**config.mk**
```make
export PLATFORM = sky130hd
export DESIGN_NAME = proc_control
export DESIGN_NICKNAME = d
export VERILOG_FILES = /design/src/rtl/proc_control.sv
export SDC_FILE = /design/constraint.sdc
export NUM_CORES = 1
export LEC_CHECK = 0
export BUFFER_PORTS_ARGS = -buffer_cell sky130_fd_sc_hd__buf_2
export CORE_MARGIN = 2
export CORE_UTILIZATION = 45
export CTS_CLUSTER_DIAMETER = 60
export DETAILED_ROUTE_END_ITERATION = 10
export GPL_ROUTABILITY_DRIVEN = 0
export PLACE_DENSITY = 0.85
export SETUP_SLACK_MARGIN = 0.15
export SKIP_CTS_REPAIR_TIMING = 1
export SLEW_MARGIN = 10
export SYNTH_ARGS = -nofsm -noshare
export SYNTH_HDL_FRONTEND = slang
export SYNTH_SLANG_ARGS = --single-unit
```
**constraint.sdc**
```tcl
create_clock -name Clock -period 2.5 [get_ports Clock]
set_input_delay 0.375 -clock Clock [delete_from_list [all_inputs] [get_ports Clock]]
set_output_delay 0.375 -clock Clock [all_outputs]
set_load 0.01 [all_outputs]
```
**src/rtl/proc_control.sv**
```systemverilog
// proc_control: four-step control FSM for a simple bus-based processor.
// Decodes state, IR and Gnz into one-hot register selects and bus/ALU/memory strobes.
module proc_control (
    input  logic       Clock,
    input  logic       Resetn,
    input  logic       Run,
    input  logic [8:0] IR,
    input  logic       Gnz,
    output logic       IRin,
    output logic [7:0] Rout,
    output logic [7:0] Rin,
    output logic       Gout,
    output logic       DINout,
    output logic       Memout,
    output logic       Ain,
    output logic       Gin,
    output logic       AddSub,
    output logic       ADDRin,
    output logic       DOUTin,
    output logic       W_D,
    output logic       Done,
    output logic [1:0] Tstep
);
    typedef enum logic [1:0] {T0, T1, T2, T3} state_t;
    localparam logic [2:0] MV = 3'b000, MVI = 3'b001, ADD = 3'b010, SUB = 3'b011;
    localparam logic [2:0] LD = 3'b100, ST = 3'b101, MVNZ = 3'b110, RSV = 3'b111;
    state_t state, next;
    logic [2:0] op;
    logic [7:0] x_sel, y_sel;
    assign op    = IR[8:6];
    assign x_sel = 8'h80 >> IR[5:3];
    assign y_sel = 8'h80 >> IR[2:0];
    assign Tstep = state;
    always_ff @(posedge Clock or negedge Resetn)
        if (!Resetn) state <= T0;
        else         state <= next;
    always_comb begin
        IRin   = 1'b0;
        Rout   = '0;
        Rin    = '0;
        Gout   = 1'b0;
        DINout = 1'b0;
        Memout = 1'b0;
        Ain    = 1'b0;
        Gin    = 1'b0;
        AddSub = 1'b0;
        ADDRin = 1'b0;
        DOUTin = 1'b0;
        W_D    = 1'b0;
        Done   = 1'b0;
        unique case (state)
            // Run is gated by Resetn so IRin stays low while reset is held
            T0: IRin = Resetn & Run;
            T1: case (op)
                MV:       begin Rout = y_sel; Rin = x_sel; Done = 1'b1; end
                MVI:      begin DINout = 1'b1; Rin = x_sel; Done = 1'b1; end
                ADD, SUB: begin Rout = x_sel; Ain = 1'b1; end
                LD, ST:   begin Rout = y_sel; ADDRin = 1'b1; end
                MVNZ:     begin Rout = y_sel; Rin = Gnz ? x_sel : '0; Done = 1'b1; end
                RSV:      Done = 1'b1;
            endcase
            T2: case (op)
                ADD, SUB: begin Rout = y_sel; Gin = 1'b1; AddSub = (op == SUB); end
                ST:       begin Rout = x_sel; DOUTin = 1'b1; end
                default:  ;
            endcase
            T3: case (op)
                ADD, SUB: begin Gout = 1'b1; Rin = x_sel; Done = 1'b1; end
                LD:       begin Memout = 1'b1; Rin = x_sel; Done = 1'b1; end
                ST:       begin W_D = 1'b1; Done = 1'b1; end
                default:  Done = 1'b1;
            endcase
        endcase
        next = (state == T0) ? (Run ? T1 : T0) : Done ? T0 : state_t'(state + 2'd1);
    end
endmodule

```
Word level (Yosys, flattened, before mapping)
Index checks and enable logic that the tools add are counted.
W data, S select, Z words.
{"block": "totals", "reg_bits": 2, "inputBits": 13, "out_inout_bits": 29}
{"block": "classes", "n_addsub": 1, "eq_ne": 10, "shift": 2, "muxes": 28, "n_bitwise": 1, "n_reduce_logical": 8}
{"operator": "$pmux W8 S2", "count": 5}
{"operator": "$mux W1", "count": 18}
{"operator": "$mux W8", "count": 2}
{"operator": "$shr A8 B3 Y8 const A", "count": 2}
{"operator": "$eq A3 B3 Y1 const B", "count": 4}
{"operator": "$reduce_or A4 Y1", "count": 2}
{"operator": "$eq A3 B2 Y1 const B", "count": 2}
{"operator": "$reduce_or A2 Y1", "count": 3}
{"operator": "$eq A2 B2 Y1 const B", "count": 2}
{"operator": "$mux W2", "count": 2}
{"operator": "$eq A3 B1 Y1 const B", "count": 1}
{"operator": "$logic_not A3 Y1", "count": 1}
{"operator": "$reduce_or A3 Y1", "count": 1}
{"operator": "$add A2 B1 Y2 const B", "count": 1}
{"operator": "$eq A2 B1 Y1 const B", "count": 1}
{"operator": "$logic_not A2 Y1", "count": 1}
{"operator": "$pmux W1 S2", "count": 1}
{"operator": "$and A1 B1 Y1", "count": 1}

Depth between registers and ports, before layout
{"block": "logic_depth", "depth_word": 6, "depth_mapped": 6, "ltp_nobuf": 5}

Least setup slack after synthesis
Ideal clock, no wire load.
{"block": "synth_path", "kind": "register to output", "start": "reg state[0], in the netlist Tstep[0]", "end": "out Rout[6]", "t_arrival_ns": 1.551, "path_slack_ns": 0.574, "stages_incl_launch_ff": 7, "n_path_buf": 1, "cell_sequence": "dfrtp_1 > inv_1 > ha_1 > buf_2 > nand2_1 > or3_1 > o22ai_1"}
{"block": "synth_via", "elab_chain_cells": 2}
{"element": "from (decl)", "line": "27", "text": "state_t state, next;"}
{"element": "from (signal assigned)", "line": "36", "text": "else state <= next;"}
{"element": "$eq A2 B2 Y1 / $eq A2 B1 Y1 (equally long branches)", "line": "51", "text": "unique case (state)"}
{"element": "$pmux W8 S2 (*)", "line": "51"}
{"element": "to (decl)", "line": "10", "text": "output logic [7:0] Rout,"}
Every way passes the cells marked *; elsewhere a longest branch is shown, timed or not.

Worst setup path after layout
{"block": "layout_path", "start": "reg state[1], in the netlist Tstep[1]", "end": "out Rout[3]"}
Same word-level chain as after synthesis.

==> metrics.md <==
| Metric | Value |
|---|---|
| CTS tree | yes |
| Core area | roughly 1300 um2 |
| Fmax | 0.445 GHz |
| Pwr/cell area | around 600 nW/um2 |
| #FFs+latches synth | 2 |
| Yosys top cell area share | between 10 and 15% |
| Synth Instances | about 80 |
| Largest area contributor in the netlist | a211oi_2 |
| Final period util | 89.9% |
| Simple logic cell fraction of the synthesized area | around 42% |
| Vias | 790 |
| Buffers added on ports | 41 |
| Crit-path max cell delay | 0.50 ns |
| Cell area after synthesis | approximately 650 um2 |
| Non-Filler Instances | between 100 and 150 |
| Tmin final | 2.25 ns |
| Final Hold Vio Count | 0 |
| Outcome | complete, no violations |
| Syn_nets | 95 |
| Fill count | 125 |
| First-pass GRT wire length | 2.64 mm |
| Pleak | approximately 0.00044 uW |
| Mux contribution to synthesized area | between 1.5 and 2% |
| WP data required | 2.12 ns |
| Worst Reg-to-Reg Cells | 4 |
| Worst Path Arrival | ~1.9 ns |
| Slack of the critical path | ~0.25 ns |
| Routed Antenna Nets | 0 |
| WL final | about 1.7 mm |
| Finish-stage setup viols | 0 |
| Relative slew slack | between 70% and 80% |
| P&R area growth vs syn | 38.6% |
| Synth Area in Compound Gates | 34.2% |
| Critical R2R Launch | Tstep[0] |
| Dpl cells | 130 |
| Root Buffer Master | clkbuf_4 |
| DR pass1 iterations | 4 |
| Number of global-route vias before repair | roughly 600 |
| Avg Cell Area, Syn | a little over 8 um2 |
| Row cnt | 13 |
| Clock slew seen by the registers of the worst setup and hold paths | around 0.030 ns |
| Crit Path Max Fanout | 12 |
| Initial antenna violation count | 0 |
| Die Ht | about 42 um |
| Register area share after synthesis | 7.72% |
| Synth Area in Adders | 7.72% |
| Reg2Reg Setup Slack | about 1.2 ns |
| Number of synthesized flops with an enable pin | 0 |
| Die Area | 1760 um2 |
| Max Cap Viol | 0 |
| CP top delay family | simple AND/OR/NAND/NOR gates |
| Tot GR Track Use | between 10% and 20% |
| Worst vdd ir | ~0.61 mV |
| XOR/XNOR Fraction of Synth Area | about 1.4% |
| Vias/cell | 5.85 |
| Layout Nets | approximately 140 |
| DRC Markers | 0 |
| Post-route setup TNS | 0 ns |
| Post-synth top cells | a211oi_2 (7), nand2_1 (7), o22ai_1 (6) |
| Final Max Tran Viols | 0 |
| RSZ-0062 raised after global routing | true |
| Main combinational cell family by area after synthesis | simple AND/OR/NAND/NOR gates |
| Pre-CTS WS | between 0.3 and 0.4 ns |
| Fraction of registers with async set/reset | between 90% and 100% |
| CP Class | reg -> out |
| Detailed router's first-iteration violation count | 9 |
| Clock latency on the worst-skew pair | around 0.22 ns |
| Critical Path Start Type | register |
| Final core utilization | between 60% and 70% |
| CTS Sinks | 2 |
| Initial Util | 49.2% |
| WL/cell | roughly 12 um |
| Pin count of the biggest net entering global routing | 18 |
| Total inserted antenna cells | 0 |
| Hold path depth | 3 |
| Min-delay worst type | in -> reg |
| Crit Reg-Reg Endpoint | Tstep[1] |
| Clock H-tree levels | 1 |
| Main area contributors after synthesis | a211oi_2 (14%), dfrtp_1 (7.7%), ha_1 (7.7%) |
| Synth warn | 0 |
| Largest register FFs | 2 |
| Crit-path slowest cell | or4bb_1 |
| Hold Crit Start | Run |
| Netlist cell types | 38 |
| Share of cells above drive strength 1 | 51.7% |
| WP buf/inv | 2 |
| Total chip power | roughly 530 uW |
| Num CTS Buffers | 3 |
| Clk buf depth | 2 |
| Crit end category | primary output |
| Post-synth top flop | dfrtp_1 |
| Layout Skew | around 0.00042 ns |
| CP Cell Sequence | inv_1, ha_2, or4bb_1, o22ai_1, buf_2 |
| Top-Level Pins | 42 |
| Die width | 42.0 um |
| GRT overflow | 0 |
| Slew @ Worst Pin | just over 0.4 ns |
| Hold worst-path end | Tstep[0] |
| Post-detail-place hpwl | 1.37 mm |
metal layers:
metal | vias to the layer above | part of all wire [%] | track usage (%)
met4 | 0 | 0 | 5.81
met5 | - | 0 | 0
met1 | 362 | 43 | 24.9
li1 | 400 | - | -
met3 | 0 | 6.7 | 0.435
met2 | 28 | 51 | 31.3
layout make-up:
type                    instances  area (um2)  share of cell area [%]
inverters                       2        7.51                   0.836
multi-input cells              69         569                    63.4
repair buffers                 44         230                    25.6
clock buffers                   3        22.5                    2.51
flip-flops and latches          2        50.0                    5.57
well taps                      15        18.8                    2.09
stage by stage:
step                      instance area, um2  hold WS, ns
after floorplan                          648       0.0794
after global placement                   853        0.165
after detailed placement                 853        0.168
after CTS                                876      -0.0745
after global routing                     898        0.395
final                                    898        0.383
cells in the final DEF (no fill, tap or decap), types with 2 or more instances in the layout:
cell | Yosys | routed
nor2_1 | 2 | 2
ha_1 | 4 | 2
nand4b_1 | 3 | 3
clkbuf_4 | 0 | 3
nand3_1 | 2 | 2
inv_1 | 2 | 2
dfrtp_1 | 2 | 2
nand2_1 | 7 | 7
a211oi_2 | 7 | 7
and3b_1 | 4 | 4
buf_2 | 3 | 41
o31ai_1 | 2 | 2
nor3_1 | 3 | 3
and4b_1 | 3 | 3
o22ai_1 | 6 | 6
ha_2 | 0 | 2
o211ai_1 | 2 | 2
buf_4 | 1 | 2
nand3b_1 | 4 | 4
how the worst max path moves through the flow:
stage / startpoint / to / slack, ns / depth (start not counted)
floorplan: Tstep[0] / Rout[6] / 0.57 / 6
global placement: Tstep[0] / Rout[3] / 0.44 / 5
detailed placement: Tstep[0] / Rout[3] / 0.39 / 5
CTS: Tstep[0] / Rout[3] / 0.15 / 5
global route: Tstep[1] / Rout[3] / 0.13 / 5
finish: Tstep[1] / Rout[3] / 0.25 / 5
where the power goes:
group | total [uW] | leakage [uW] | switching, uW | internal (uW)
sequential | 58.5 | 0.0000253 | 11.8 | 46.7
combinational | 407 | 0.000402 | 231 | 175
clock | 69.6 | 0.0000138 | 16.8 | 52.8
total | 535 | 0.000441 | 260 | 275
worst min-delay path: cells and delay by family:
kind,cells,cell delay (ns)
AND/OR/NAND/NOR,1,0.04
AO/OA/AOI/OAI,1,0.05
buffers and inverters,1,0.09
cells by family after synthesis:
group / after synthesis
simple gates: 39
compound gates: 24
buf+inv: 7
fa+ha+maj: 4
flops: 2
xor+xnor: 1
mux: 1
(Power assumes the default switching activity.)
